==> src/rtl/add_04bit_cla_if.sv <==
// Operand/result bundle for the 4-bit carry-lookahead adder.
// The master drives operands and reads results; the slave is the adder.
interface add_04bit_cla_if;
  logic       i_en;
  logic [3:0] i_num_a;
  logic [3:0] i_num_b;
  logic       i_cry;
  logic [3:0] o_res;
  logic       o_cry;
  logic       o_gen;
  logic       o_pro;
  logic       o_vld;

  modport master (
    output i_en, i_num_a, i_num_b, i_cry,
    input  o_res, o_cry, o_gen, o_pro, o_vld
  );

  modport slave (
    input  i_en, i_num_a, i_num_b, i_cry,
    output o_res, o_cry, o_gen, o_pro, o_vld
  );
endinterface

==> src/rtl/add_04bit_cla.sv <==
// 4-bit carry-lookahead adder with optional output register stage.
// Group generate/propagate are exported so the adder can cascade into wider lookahead trees.
module add_04bit_cla #(
  parameter bit REG_OUT = 1'b1
) (
  input logic           i_clk,
  input logic           i_rst,
  add_04bit_cla_if.slave bus
);

  logic [3:0] a;
  logic [3:0] b;
  logic [3:0] g;
  logic [3:0] p;
  logic [4:0] c;
  logic [3:0] sum;
  logic       grp_g;
  logic       grp_p;

  assign a = bus.i_num_a;
  assign b = bus.i_num_b;

  // Every carry is a flat sum of products over g/p/cin, so no carry waits on another.
  always_comb begin
    g     = a & b;
    p     = a ^ b;
    c[0]  = bus.i_cry;
    c[1]  = g[0]
          | (p[0] & c[0]);
    c[2]  = g[1]
          | (p[1] & g[0])
          | (p[1] & p[0] & c[0]);
    c[3]  = g[2]
          | (p[2] & g[1])
          | (p[2] & p[1] & g[0])
          | (p[2] & p[1] & p[0] & c[0]);
    c[4]  = g[3]
          | (p[3] & g[2])
          | (p[3] & p[2] & g[1])
          | (p[3] & p[2] & p[1] & g[0])
          | (p[3] & p[2] & p[1] & p[0] & c[0]);
    sum   = p ^ c[3:0];
    grp_g = g[3]
          | (p[3] & g[2])
          | (p[3] & p[2] & g[1])
          | (p[3] & p[2] & p[1] & g[0]);
    grp_p = &p;
  end

  generate
    if (REG_OUT) begin : gen_reg
      logic [3:0] res_q;
      logic       cry_q;
      logic       gen_q;
      logic       pro_q;
      logic       vld_q;

      // Results load only on enabled edges; valid tracks the enable of the latest edge.
      always_ff @(posedge i_clk or posedge i_rst) begin
        if (i_rst) begin
          res_q <= 4'h0;
          cry_q <= 1'b0;
          gen_q <= 1'b0;
          pro_q <= 1'b0;
          vld_q <= 1'b0;
        end else begin
          vld_q <= bus.i_en;
          if (bus.i_en) begin
            res_q <= sum;
            cry_q <= c[4];
            gen_q <= grp_g;
            pro_q <= grp_p;
          end
        end
      end

      assign bus.o_res = res_q;
      assign bus.o_cry = cry_q;
      assign bus.o_gen = gen_q;
      assign bus.o_pro = pro_q;
      assign bus.o_vld = vld_q;
    end else begin : gen_comb
      assign bus.o_res = sum;
      assign bus.o_cry = c[4];
      assign bus.o_gen = grp_g;
      assign bus.o_pro = grp_p;
      assign bus.o_vld = bus.i_en & ~i_rst;
    end
  endgenerate

endmodule

==> src/flat_wrapper.sv <==
// flat-port wrapper written by rule: the top's interface ports become plain ports
module add_04bit_cla_flat 
#(
  parameter bit REG_OUT = 1'b1
)
  (i_clk, i_rst, bus_i_en, bus_i_num_a, bus_i_num_b, bus_i_cry, bus_o_res, bus_o_cry, bus_o_gen, bus_o_pro, bus_o_vld);
  add_04bit_cla_if bus_i ();
  input logic i_clk;
  input logic i_rst;
  input wire logic [$bits(bus_i.i_en)-1:0] bus_i_en;
  input wire logic [$bits(bus_i.i_num_a)-1:0] bus_i_num_a;
  input wire logic [$bits(bus_i.i_num_b)-1:0] bus_i_num_b;
  input wire logic [$bits(bus_i.i_cry)-1:0] bus_i_cry;
  output wire logic [$bits(bus_i.o_res)-1:0] bus_o_res;
  output wire logic [$bits(bus_i.o_cry)-1:0] bus_o_cry;
  output wire logic [$bits(bus_i.o_gen)-1:0] bus_o_gen;
  output wire logic [$bits(bus_i.o_pro)-1:0] bus_o_pro;
  output wire logic [$bits(bus_i.o_vld)-1:0] bus_o_vld;
  assign bus_i.i_en = bus_i_en;
  assign bus_i.i_num_a = bus_i_num_a;
  assign bus_i.i_num_b = bus_i_num_b;
  assign bus_i.i_cry = bus_i_cry;
  assign bus_o_res = bus_i.o_res;
  assign bus_o_cry = bus_i.o_cry;
  assign bus_o_gen = bus_i.o_gen;
  assign bus_o_pro = bus_i.o_pro;
  assign bus_o_vld = bus_i.o_vld;
  add_04bit_cla #(.REG_OUT(REG_OUT)) u_core (.i_clk(i_clk), .i_rst(i_rst), .bus(bus_i));
endmodule
==> config.mk <==
export PLATFORM = sky130hd
export DESIGN_NAME = add_04bit_cla_flat
export DESIGN_NICKNAME = d
export VERILOG_FILES = /design/src/rtl/add_04bit_cla_if.sv /design/src/rtl/add_04bit_cla.sv /design/src/flat_wrapper.sv
export SDC_FILE = /design/constraint.sdc
export NUM_CORES = 1
export LEC_CHECK = 0
export ABC_CLOCK_PERIOD_IN_PS = 2850
export CAP_MARGIN = 15
export CORE_AREA = 2 2 39 41
export CTS_CLUSTER_DIAMETER = 40
export DETAILED_ROUTE_END_ITERATION = 8
export DIE_AREA = 0 0 41 43
export GPL_ROUTABILITY_DRIVEN = 0
export PLACE_DENSITY = 0.79
export SLEW_MARGIN = 30
export SYNTH_ARGS = -nofsm -noshare
export SYNTH_HDL_FRONTEND = slang
export SYNTH_SLANG_ARGS = --single-unit
==> constraint.sdc <==
create_clock -name i_clk -period 2.85 [get_ports i_clk]
set_clock_uncertainty 0.15 [all_clocks]
set_input_delay 0.4275 -clock i_clk [delete_from_list [all_inputs] [get_ports i_clk]]
set_output_delay 0.4275 -clock i_clk [all_outputs]
set_load 0.01 [all_outputs]
==> results of run 1 <==
worst max-delay path by stage:
stage | start | end | slack [ns] | cells past startpoint
5_1_grt | bus_i_num_b[1] | u_core.bus.o_cry | 0.91 | 5
2_1_floorplan | bus_i_num_b[1] | u_core.bus.o_cry | 1.29 | 5
6_report | bus_i_num_b[1] | u_core.bus.o_cry | 0.98 | 5
3_5_place_dp | bus_i_cry | u_core.bus.o_res[1] | 0.72 | 5
4_1_cts | bus_i_cry | u_core.bus.o_res[1] | 0.99 | 5
3_3_place_gp | bus_i_num_b[1] | u_core.bus.o_cry | 0.74 | 5
worst max-delay path: cells and delay by family:
kind	cells	cell delay, ns
adder cells (fa/ha/maj)	1	0.40
buffers and inverters	1	0.40
AO/OA/AOI/OAI	3	0.60
metrics by stage:
step / power, uW / util [%] / cells / hold slack (ns)
2_1_floorplan: 200 / - / 53 / 0.0932
3_3_place_gp: 256 / 52.4 / 86 / 0.341
3_5_place_dp: 259 / 52.4 / 86 / 0.349
4_1_cts: 349 / 54.1 / 89 / 0.274
5_1_grt: 371 / 54.1 / 89 / 0.320
6_report: 345 / 54.1 / 89 / 0.282
final cells by class:
class                   instances  area [um^2]  share of cell area, %
multi-input cells              38          297                   39.6
flip-flops and latches          8          200                   26.8
repair buffers                 19          190                   25.4
clock buffers                   3         22.5                   3.01
well taps                      16         20.0                   2.68
inverters                       5         18.8                   2.51
where the power goes:
group          leakage, uW  switching, uW  internal (uW)
Combinational     0.000236           51.5           68.2
Clock            0.0000138           39.5           48.3
Sequential       0.0000955           7.93            130
Total             0.000345           98.9            246
routing by layer:
metal / vias up / wire length [um]
met1: 210 / 467
li1: 230 / -
met4: 0 / 0
met2: 9 / 615
met5: - / 0
met3: 0 / 31
cells in the final DEF (no fill, tap or decap):
master,count
a211o_1,1
a21o_1,3
a21oi_1,4
a31oi_1,2
and2b_1,1
and4_1,1
clkbuf_4,3
clkdlybuf4s50_1,19
dfrtp_1,8
fa_1,1
ha_1,5
inv_1,5
mux2_2,2
nand2_1,3
nand2_2,1
nand2b_1,2
nand3_1,2
nand4_1,1
nor2_1,3
nor2b_1,2
o2111ai_1,1
o211ai_2,1
o221a_1,1
xnor2_1,1
sequential cells by signal, indices dropped and copies added (netlist names):
register and count:
u_core.bus.o_vld 1, u_core.bus.o_pro 1, u_core.bus.o_res 4, u_core.bus.o_gen 1
u_core.bus.o_cry 1
cell families (layout without fill, tap and decap cells):
group / Yosys count / after routing / share of synthesized area [%]
AO/OA/AOI/OAI: 13 / 13 / 18.1
AND/OR/NAND/NOR: 16 / 16 / 16.2
flip-flops: 8 / 8 / 37.6
buffers and inverters: 7 / 27 / 6.59
multiplexers: 2 / 2 / 4.23
XOR/XNOR: 1 / 1 / 1.65
adder cells (fa/ha/maj): 6 / 6 / 15.5
==> impl_results.md, run 1 <==
- Total die area: 1760 um^2
- GRT busiest layer: met2
- Slew Limit Fails: 0
- Met2 Track Usage GR: 27.2%
- Initial antenna violation count: 0
- Port Buffer Count: 19
- Crit share post-route: 65.6%
- Synth Flop Type: dfrtp_1
- Htree depth: 1
- Worst relative slew slack: 64.9%
- Post-Syn Nets: roughly 70
- Setup TNS: 0 ns
- Die width: 41 um
- Most common cell in the netlist: dfrtp_1
- Pleak: roughly 0.00035 uW
- ANT cells: 0
- Post-CTS setup buffer count: 0
- Die H: between 40 and 50 um
- Root buffer cell: clkbuf_4
- Vias/cell: 5.04
- Most frequent cells after synthesis: dfrtp_1, ha_1, inv_1, a21oi_1
- Post-synth cell types: 24
- Crit-path slowest cell: clkdlybuf4s50_1
- Synth warn: 0
- # DRC: 0
- Fmax: 0.535 GHz
- Area grow syn2layout: 40.7%
- PwrDens: about 460 nW/um^2
- Io pins: 20
- CTS Buf Count: 3
- First-pass GRT wire length: 1820 um
- Startpoint types: primary input
- CTS tree: yes
- Worst setup slack after layout: 0.980 ns
- Vias in the first global route: approximately 470
- Hold Path Class: in -> async
- Critical-path maximum fanout: 7
- Largest net degree at the start of global routing: 17
- Drt pass-1 iters: 3
- Dpl cell area: 726 um^2
- Hold Vio Cnt, Final: 0
- Share of cells above drive strength 1: 9.59%
- CP peak stage delay: ~0.40 ns
- Post-DP HPWL: 853 um
- Remaining global-route overflow: 0
- Net count, final: 93
- CP Capture Type: flip-flop
- Antenna viol nets, final: 0
- Sequential element share of the synthesized area: 37.6%
- Clk_lat worst skew: 0.25 ns
- Post-DR wirelength/cell: 12.5 um
- Synth top area share: 37.6%
- Pre-CTS setup slack: just over 0.7 ns
- Reg2Reg Depth: 3
- Ys async rst share: 100%
- CTS Buffer Depth: 2
- Core area: about 1400 um^2
- Outcome: complete, no violations
- Max VDD drop: around 0.00025 V
- Setup Crit Path Kind: in -> reg
- # rows: 14
- Worst reg2reg path endpoint: u_core.bus.o_res[3]
- Most used cell, CP: a31oi_1
- Via count: 449
- Clock transition at path regs: 0.05 ns
- Slew @ Worst Pin: 0.524 ns
- # resized after CTS: 0
- TritonCTS Sinks: 8
- Crit path DAT: approximately 1.8 ns
- R2R setup slack: roughly 1.8 ns
- Grt met1 use: 15.8%
- Starting DRT DRC Count: 12
- Critical Path, Cell by Cell: clkdlybuf4s50_1, ha_1, a21o_1, a31oi_1, a31oi_1
- Minimum clock period: 1.87 ns
- Final instance area: 748 um^2
- Syn_area_per_cell: 10.0 um^2
- CP required: ~2.8 ns
- Cell taking the most area after synthesis: dfrtp_1
- RSZ-0062 raised after global routing: false
- Final setup vio count: 0
- Top post-synthesis cells by area: dfrtp_1, ha_1, a21o_1
- Max-cap violations: 0
- Flops & latches, synth: 8
- Post-synth EDFFs: 0
- Effective utilization at floorplan: 38.4%
- GR Util met3: 3.14%
- Syn Inst Count: 53
- R2R Path Start: u_core.bus.o_res[3]
- Layout filler cell count: 146
- GRT Resource Usage Total: 15.5%
- Post-Syn Area: 532 um^2
- Total Wirelength: about 1100 um
- Cts hold-fix bufs: 0
(Power assumes the default switching activity.)
==> run 2: changes to the inputs <==
--- a/config.mk
+++ b/config.mk
@@ -5,14 +5,14 @@
 export SDC_FILE = /design/constraint.sdc
 export NUM_CORES = 1
 export LEC_CHECK = 0
-export ABC_CLOCK_PERIOD_IN_PS = 2850
+export ABC_CLOCK_PERIOD_IN_PS = 1500
 export CAP_MARGIN = 15
-export CORE_AREA = 2 2 39 41
+export CORE_MARGIN = 2
+export CORE_UTILIZATION = 37
 export CTS_CLUSTER_DIAMETER = 40
 export DETAILED_ROUTE_END_ITERATION = 8
-export DIE_AREA = 0 0 41 43
 export GPL_ROUTABILITY_DRIVEN = 0
-export PLACE_DENSITY = 0.79
+export PLACE_DENSITY = 0.78
 export SLEW_MARGIN = 30
 export SYNTH_ARGS = -nofsm -noshare
 export SYNTH_HDL_FRONTEND = slang
==> constraint.sdc (replaced) <==
create_clock -name i_clk -period 1.5 [get_ports i_clk]
set_clock_uncertainty 0.15 [all_clocks]
set_input_delay 0.225 -clock i_clk [delete_from_list [all_inputs] [get_ports i_clk]]
set_output_delay 0.225 -clock i_clk [all_outputs]
set_load 0.01 [all_outputs]
==> run 2 against run 1 <==
First-iteration DRC count fell by 75%; setup slack got worse by 0.96 ns; combinational power rose by 110%; hold slack worse by 0.21 ns; sequential power up 88%; flip-flop and latch count unchanged; cell area is 14% higher; die area is 0.37% lower; total power rose by 94%; utilization is 11 points higher; critical path depth down 1.
==> impl_results.md, run 2 (synthesized netlist as in run 1, its figures left out) <==
- Outcome: complete, no violations
- Drt pass-1 iters: 4
- Share of cells above drive strength 1: 25.0%
- CTS Buffer Depth: 2
- Post-DR wirelength/cell: roughly 13 um
- Hold Vio Cnt, Final: 0
- GRT Resource Usage Total: 16.8%
- Final setup vio count: 0
- Hold_ws: 0.0707 ns
- Starting DRT DRC Count: 3
- Setup Crit Path Kind: in -> reg
- First-pass GRT wire length: 2170 um
- Initial antenna violation count: 0
- Root buffer cell: clkbuf_4
- Die width: 41.9 um
- Worst reg2reg path endpoint: u_core.bus.o_res[2]
- CP Capture Type: flip-flop
- ANT cells: 0
- Clk_lat worst skew: 0.25 ns
- Most common cell after layout, fill and taps aside: dlygate4sd2_1
- Slew @ Worst Pin: 0.308 ns
- Largest net degree at the start of global routing: 17
- Largest register FFs: 4
- Critical-path maximum fanout: 6
- R2R setup slack: 0.49 ns
- # rows: 13
- CTS tree: yes
- Worst relative slew slack: between 70% and 80%
- Core area: 1320 um^2
- # DRC: 0
- Fmax: between 0.6 and 0.7 GHz
- PwrDens: roughly 800 nW/um^2
- Pleak: 0.000427 uW
- Hold Path Class: in -> async
- CTS Buf Count: 3
- Startpoint types: primary input
- Remaining global-route overflow: 0
- RSZ-0062 raised after global routing: false
- Total die area: 1760 um^2
- R2R Path Start: u_core.bus.o_res[2]
- Commonest non-fill, non-tap cells in the layout: dlygate4sd2_1, dfrtp_1, clkdlybuf4s50_1, buf_4
- Pre-CTS setup slack: -0.403 ns
- Total Wirelength: 1280 um
- Max-cap violations: 0
- Crit share post-route: 98.5%
- Net count, final: 100
- Vias/cell: just over 5
- Util after Layout: 64.8%
- Io pins: 20
- Port Buffer Count: 19
- Clock transition at path regs: 0.05 ns
- CP required: 1.49 ns
- Htree depth: 1
- Crit path DAT: 1.47 ns
- Layout filler cell count: 111
- Post-DP HPWL: 958 um
- Die H: 41.9 um
- TritonCTS Sinks: 8
- Max VDD drop: about 0.00029 V
- Post-CTS setup buffer count: 0
- Via count: 484
- Worst setup slack after layout: ~0.023 ns
- Area grow syn2layout: 60.5%
- Slew Limit Fails: 0
- Antenna viol nets, final: 0
- Effective utilization at floorplan: 40.4%
- Minimum clock period: between 1 and 1.5 ns
- Vias in the first global route: between 500 and 600
- Reg2Reg Depth: 3
[run 2: worst max path at each step]
stage               depth (start not counted)  slack [ns]                   to      startpoint
global route                                5       0.002  u_core.bus.o_res[3]  bus_i_num_b[2]
global placement                            5       -0.34  u_core.bus.o_res[1]  bus_i_num_b[0]
floorplan                                   5        0.14     u_core.bus.o_cry  bus_i_num_b[1]
detailed placement                          5       -0.40  u_core.bus.o_res[1]  bus_i_num_b[0]
CTS                                         5       0.004     u_core.bus.o_cry  bus_i_num_b[1]
finish                                      4        0.02     u_core.bus.o_pro  bus_i_num_b[3]
[run 2: timing repair]
action | 4_1_cts | 5_1_grt
endpoints found under the hold margin | 0 | 0
hold buffers | 0 | 0
gates resized for setup | 15 | 4
pin swaps | 0 | 2
setup endpoints to repair | 13 | 5
[run 2: cell type report]
| class | count | area, um^2 | share of cell area, % |
|---|---|---|---|
| Multi-Input combinational cell | 38 | 343 | 40.2 |
| Timing Repair Buffer | 26 | 250 | 29.3 |
| Sequential cell | 8 | 200 | 23.5 |
| Clock buffer | 3 | 22.5 | 2.64 |
| Inverter | 5 | 18.8 | 2.20 |
| Tap cell | 15 | 18.8 | 2.20 |
[run 2: layer usage]
layer	up-vias	share of wire [%]	track usage, %
li1	244	-	-
met1	218	44	19.2
met2	18	48	28.4
met3	4	4.7	1.30
met4	0	3.0	13.5
met5	-	0	0
[run 2: worst max-delay path, cell delays in order]
cell	delay, ns
clkdlybuf4s50_1	0.52
ha_4	0.24
and4_1	0.22
mux2_2	0.26
[run 2: per-stage QoR]
step | TNS (ns) | cells | cell area, um^2 | total power, uW
after floorplan | 0 | 53 | 532 | 381
after global placement | -1.84 | 92 | 790 | 508
after detailed placement | -2.08 | 92 | 790 | 519
after CTS | 0 | 95 | 840 | 676
after global routing | 0 | 95 | 853 | 713
final | 0 | 95 | 853 | 669
[run 2: power by group]
group          switching, uW  internal, uW  total (uW)
clock network           69.0          91.2         160
logic                    111           138         249
registers               13.9           247         260
==> run 3: changes to the inputs <==
--- a/config.mk
+++ b/config.mk
@@ -11,7 +11,6 @@
 export CORE_UTILIZATION = 37
 export CTS_CLUSTER_DIAMETER = 40
 export DETAILED_ROUTE_END_ITERATION = 8
-export GPL_ROUTABILITY_DRIVEN = 0
 export PLACE_DENSITY = 0.78
 export SLEW_MARGIN = 30
 export SYNTH_ARGS = -nofsm -noshare
==> constraint.sdc (replaced) <==
create_clock -name i_clk -period 1.5 [get_ports i_clk]
set_clock_uncertainty 0.15 [all_clocks]
set_input_delay 0.225 -clock i_clk [delete_from_list [all_inputs] [get_ports i_clk]]
set_output_delay 0.225 -clock i_clk [all_outputs]
set_load 0.05 [all_outputs]
==> run 3 against run 2 <==
Non-clock buffer count fell by 1; routed wire length fell by 6.4%; global-route usage fell by 0.63 points; largest power group is now combinational cells.
==> impl_results.md, run 3 (synthesized netlist as in run 1, its figures left out) <==
- Outcome: complete, no violations
- Remaining global-route overflow: 0
- Seq pwr share: between 30% and 40%
- Max-cap violations: 0
- Io pins: 20
- Clock transition at path regs: ~0.060 ns
- Startpoint types: primary input
- Effective utilization at floorplan: 40.4%
- Crit share post-route: a little over nine tenths
- GR Util met3: 2.61%
- Grt met1 use: 16.8%
- CTS Buf Count: 3
- Final setup vio count: 0
- Port Buffer Count: 19
- Sw Ratio: between 30% and 40%
- RSZ-0062 raised after global routing: false
- GRT busiest layer: met2
- Hold Path Class: in -> async
- Dpl cells: 91
- P_int: roughly 560 uW
- Post-DR wirelength/cell: 12.7 um
- Crit path DAT: 1.47 ns
- Root buffer cell: clkbuf_4
- CP Capture Type: flip-flop
- # rows: 13
- Htree depth: 1
- Die H: 41.9 um
- Via count: 497
- Vias/cell: around 5.3
- ANT cells: 0
- CTS tree: yes
- Net count, final: 99
- Combinational power share: 48.8%
- First-pass GRT wire length: a little over 2000 um
- Initial antenna violation count: 0
- Clk pwr share: 19.0%
- RePlAce Congestion: 0.776
- Vias in the first global route: 507
- Area grow syn2layout: 75.3%
- Post-DP HPWL: 966 um
- Clk_lat worst skew: 0.26 ns
- Fmax: 0.679 GHz
- Most common cell after layout, fill and taps aside: buf_12
- Starting DRT DRC Count: 4
- Worst relative slew slack: 80.6%
- GRT Resource Usage Total: 16.2%
- Core area: 1320 um^2
- Hold Vio Cnt, Final: 0
- # DRC: 0
- Psw: 310 uW
- Minimum clock period: 1.47 ns
- Slew @ Worst Pin: 0.290 ns
- Share of cells above drive strength 1: 34.2%
- PwrDens: 932 nW/um^2
- Slew Limit Fails: 0
- Critical-path maximum fanout: 6
- Total Wirelength: between 1000 and 1500 um
- Max VDD drop: 0.000378 V
- Drt pass-1 iters: 2
- Setup Crit Path Kind: in -> reg
- Hold_ws: about 0.057 ns
- TritonCTS Sinks: 8
- CP required: 1.49 ns
- Largest register FFs: 4
- Final cell count without fillers: 94
- Antenna viol nets, final: 0
- CTS Buffer Depth: 2
- Commonest non-fill, non-tap cells in the layout: buf_12, dfrtp_1, clkdlybuf4s50_1
- Die width: 41.9 um
- Largest net degree at the start of global routing: 17
- Post-CTS setup buffer count: 0
- Pleak: 0.000443 uW
- Layout filler cell count: 94
- Met2 Track Usage GR: 28.1%
- Total die area: 1760 um^2
## run 3: changes by cell type in the layout (fill, tap and decap cells not counted), sizes merged
cell,before,now
buf,7,14
dlymetal6s2s,3,2
dlygate4sd2,10,3
## run 3: path summary, 6_finish.rpt
path	cells past startpoint	end	start	slack, ns
setup / recovery	5	u_core.bus.o_res[1]	bus_i_num_a[1]	0.03
hold / removal	2	u_core.bus.o_res[0]	i_rst	0.06
min in group i_clk	4	u_core.bus.o_res[2]	bus_i_num_b[1]	0.37
max in group asynchronous	2	u_core.bus.o_res[3]	i_rst	0.91
hold reg to reg	1	u_core.bus.o_pro	u_core.bus.o_pro	0.44
setup reg to reg	3	u_core.bus.o_res[2]	u_core.bus.o_res[2]	0.43
## run 3: repair_timing
action	CTS	global route
endpoints found under the setup margin	5	4
gates resized for setup	8	3
hold buffers	0	0
endpoints found under the hold margin	0	0
pin swaps	0	3
## run 3: critical path, stage by stage
cell and delay, ns:
clkdlybuf4s50_1 0.50, ha_4 0.22, buf_4 0.14, xnor2_1 0.11, mux2_2 0.26
## run 3: power groups by stage
stage	sequential (uW)	combinational, uW	clock, uW
after floorplan	373	101	0
after global placement	282	401	0
after detailed placement	285	410	0
after CTS	281	425	170
after global routing	283	448	185
final	280	424	165
## run 3: layout make-up
cell class | instances | area (um^2) | area share, %
Sequential cell | 8 | 200 | 21.5
Inverter | 5 | 18.8 | 2.01
Clock buffer | 3 | 22.5 | 2.42
Multi-Input combinational cell | 38 | 343 | 36.8
Tap cell | 15 | 18.8 | 2.01
Timing Repair Buffer | 25 | 329 | 35.3
## run 3: through the flow
stage	setup TNS (ns)	util, %	setup WS [ns]	power (uW)	area (um^2)
global placement	-1.75	65.4	-0.337	683	862
detailed placement	-1.94	65.4	-0.384	695	862
global route	0	70.8	0.00300	917	932
finish	0	70.8	0.0276	869	932
floorplan	0	-	0.142	474	532
CTS	0	69.9	0.000994	876	921
## run 3: metal layers
| layer | part of all wire, % | wire length (um) |
|---|---|---|
| met1 | 41 | 484 |
| met3 | 5.4 | 65 |
| met2 | 50 | 602 |
| met4 | 3.6 | 43 |
| met5 | 0 | 0 |
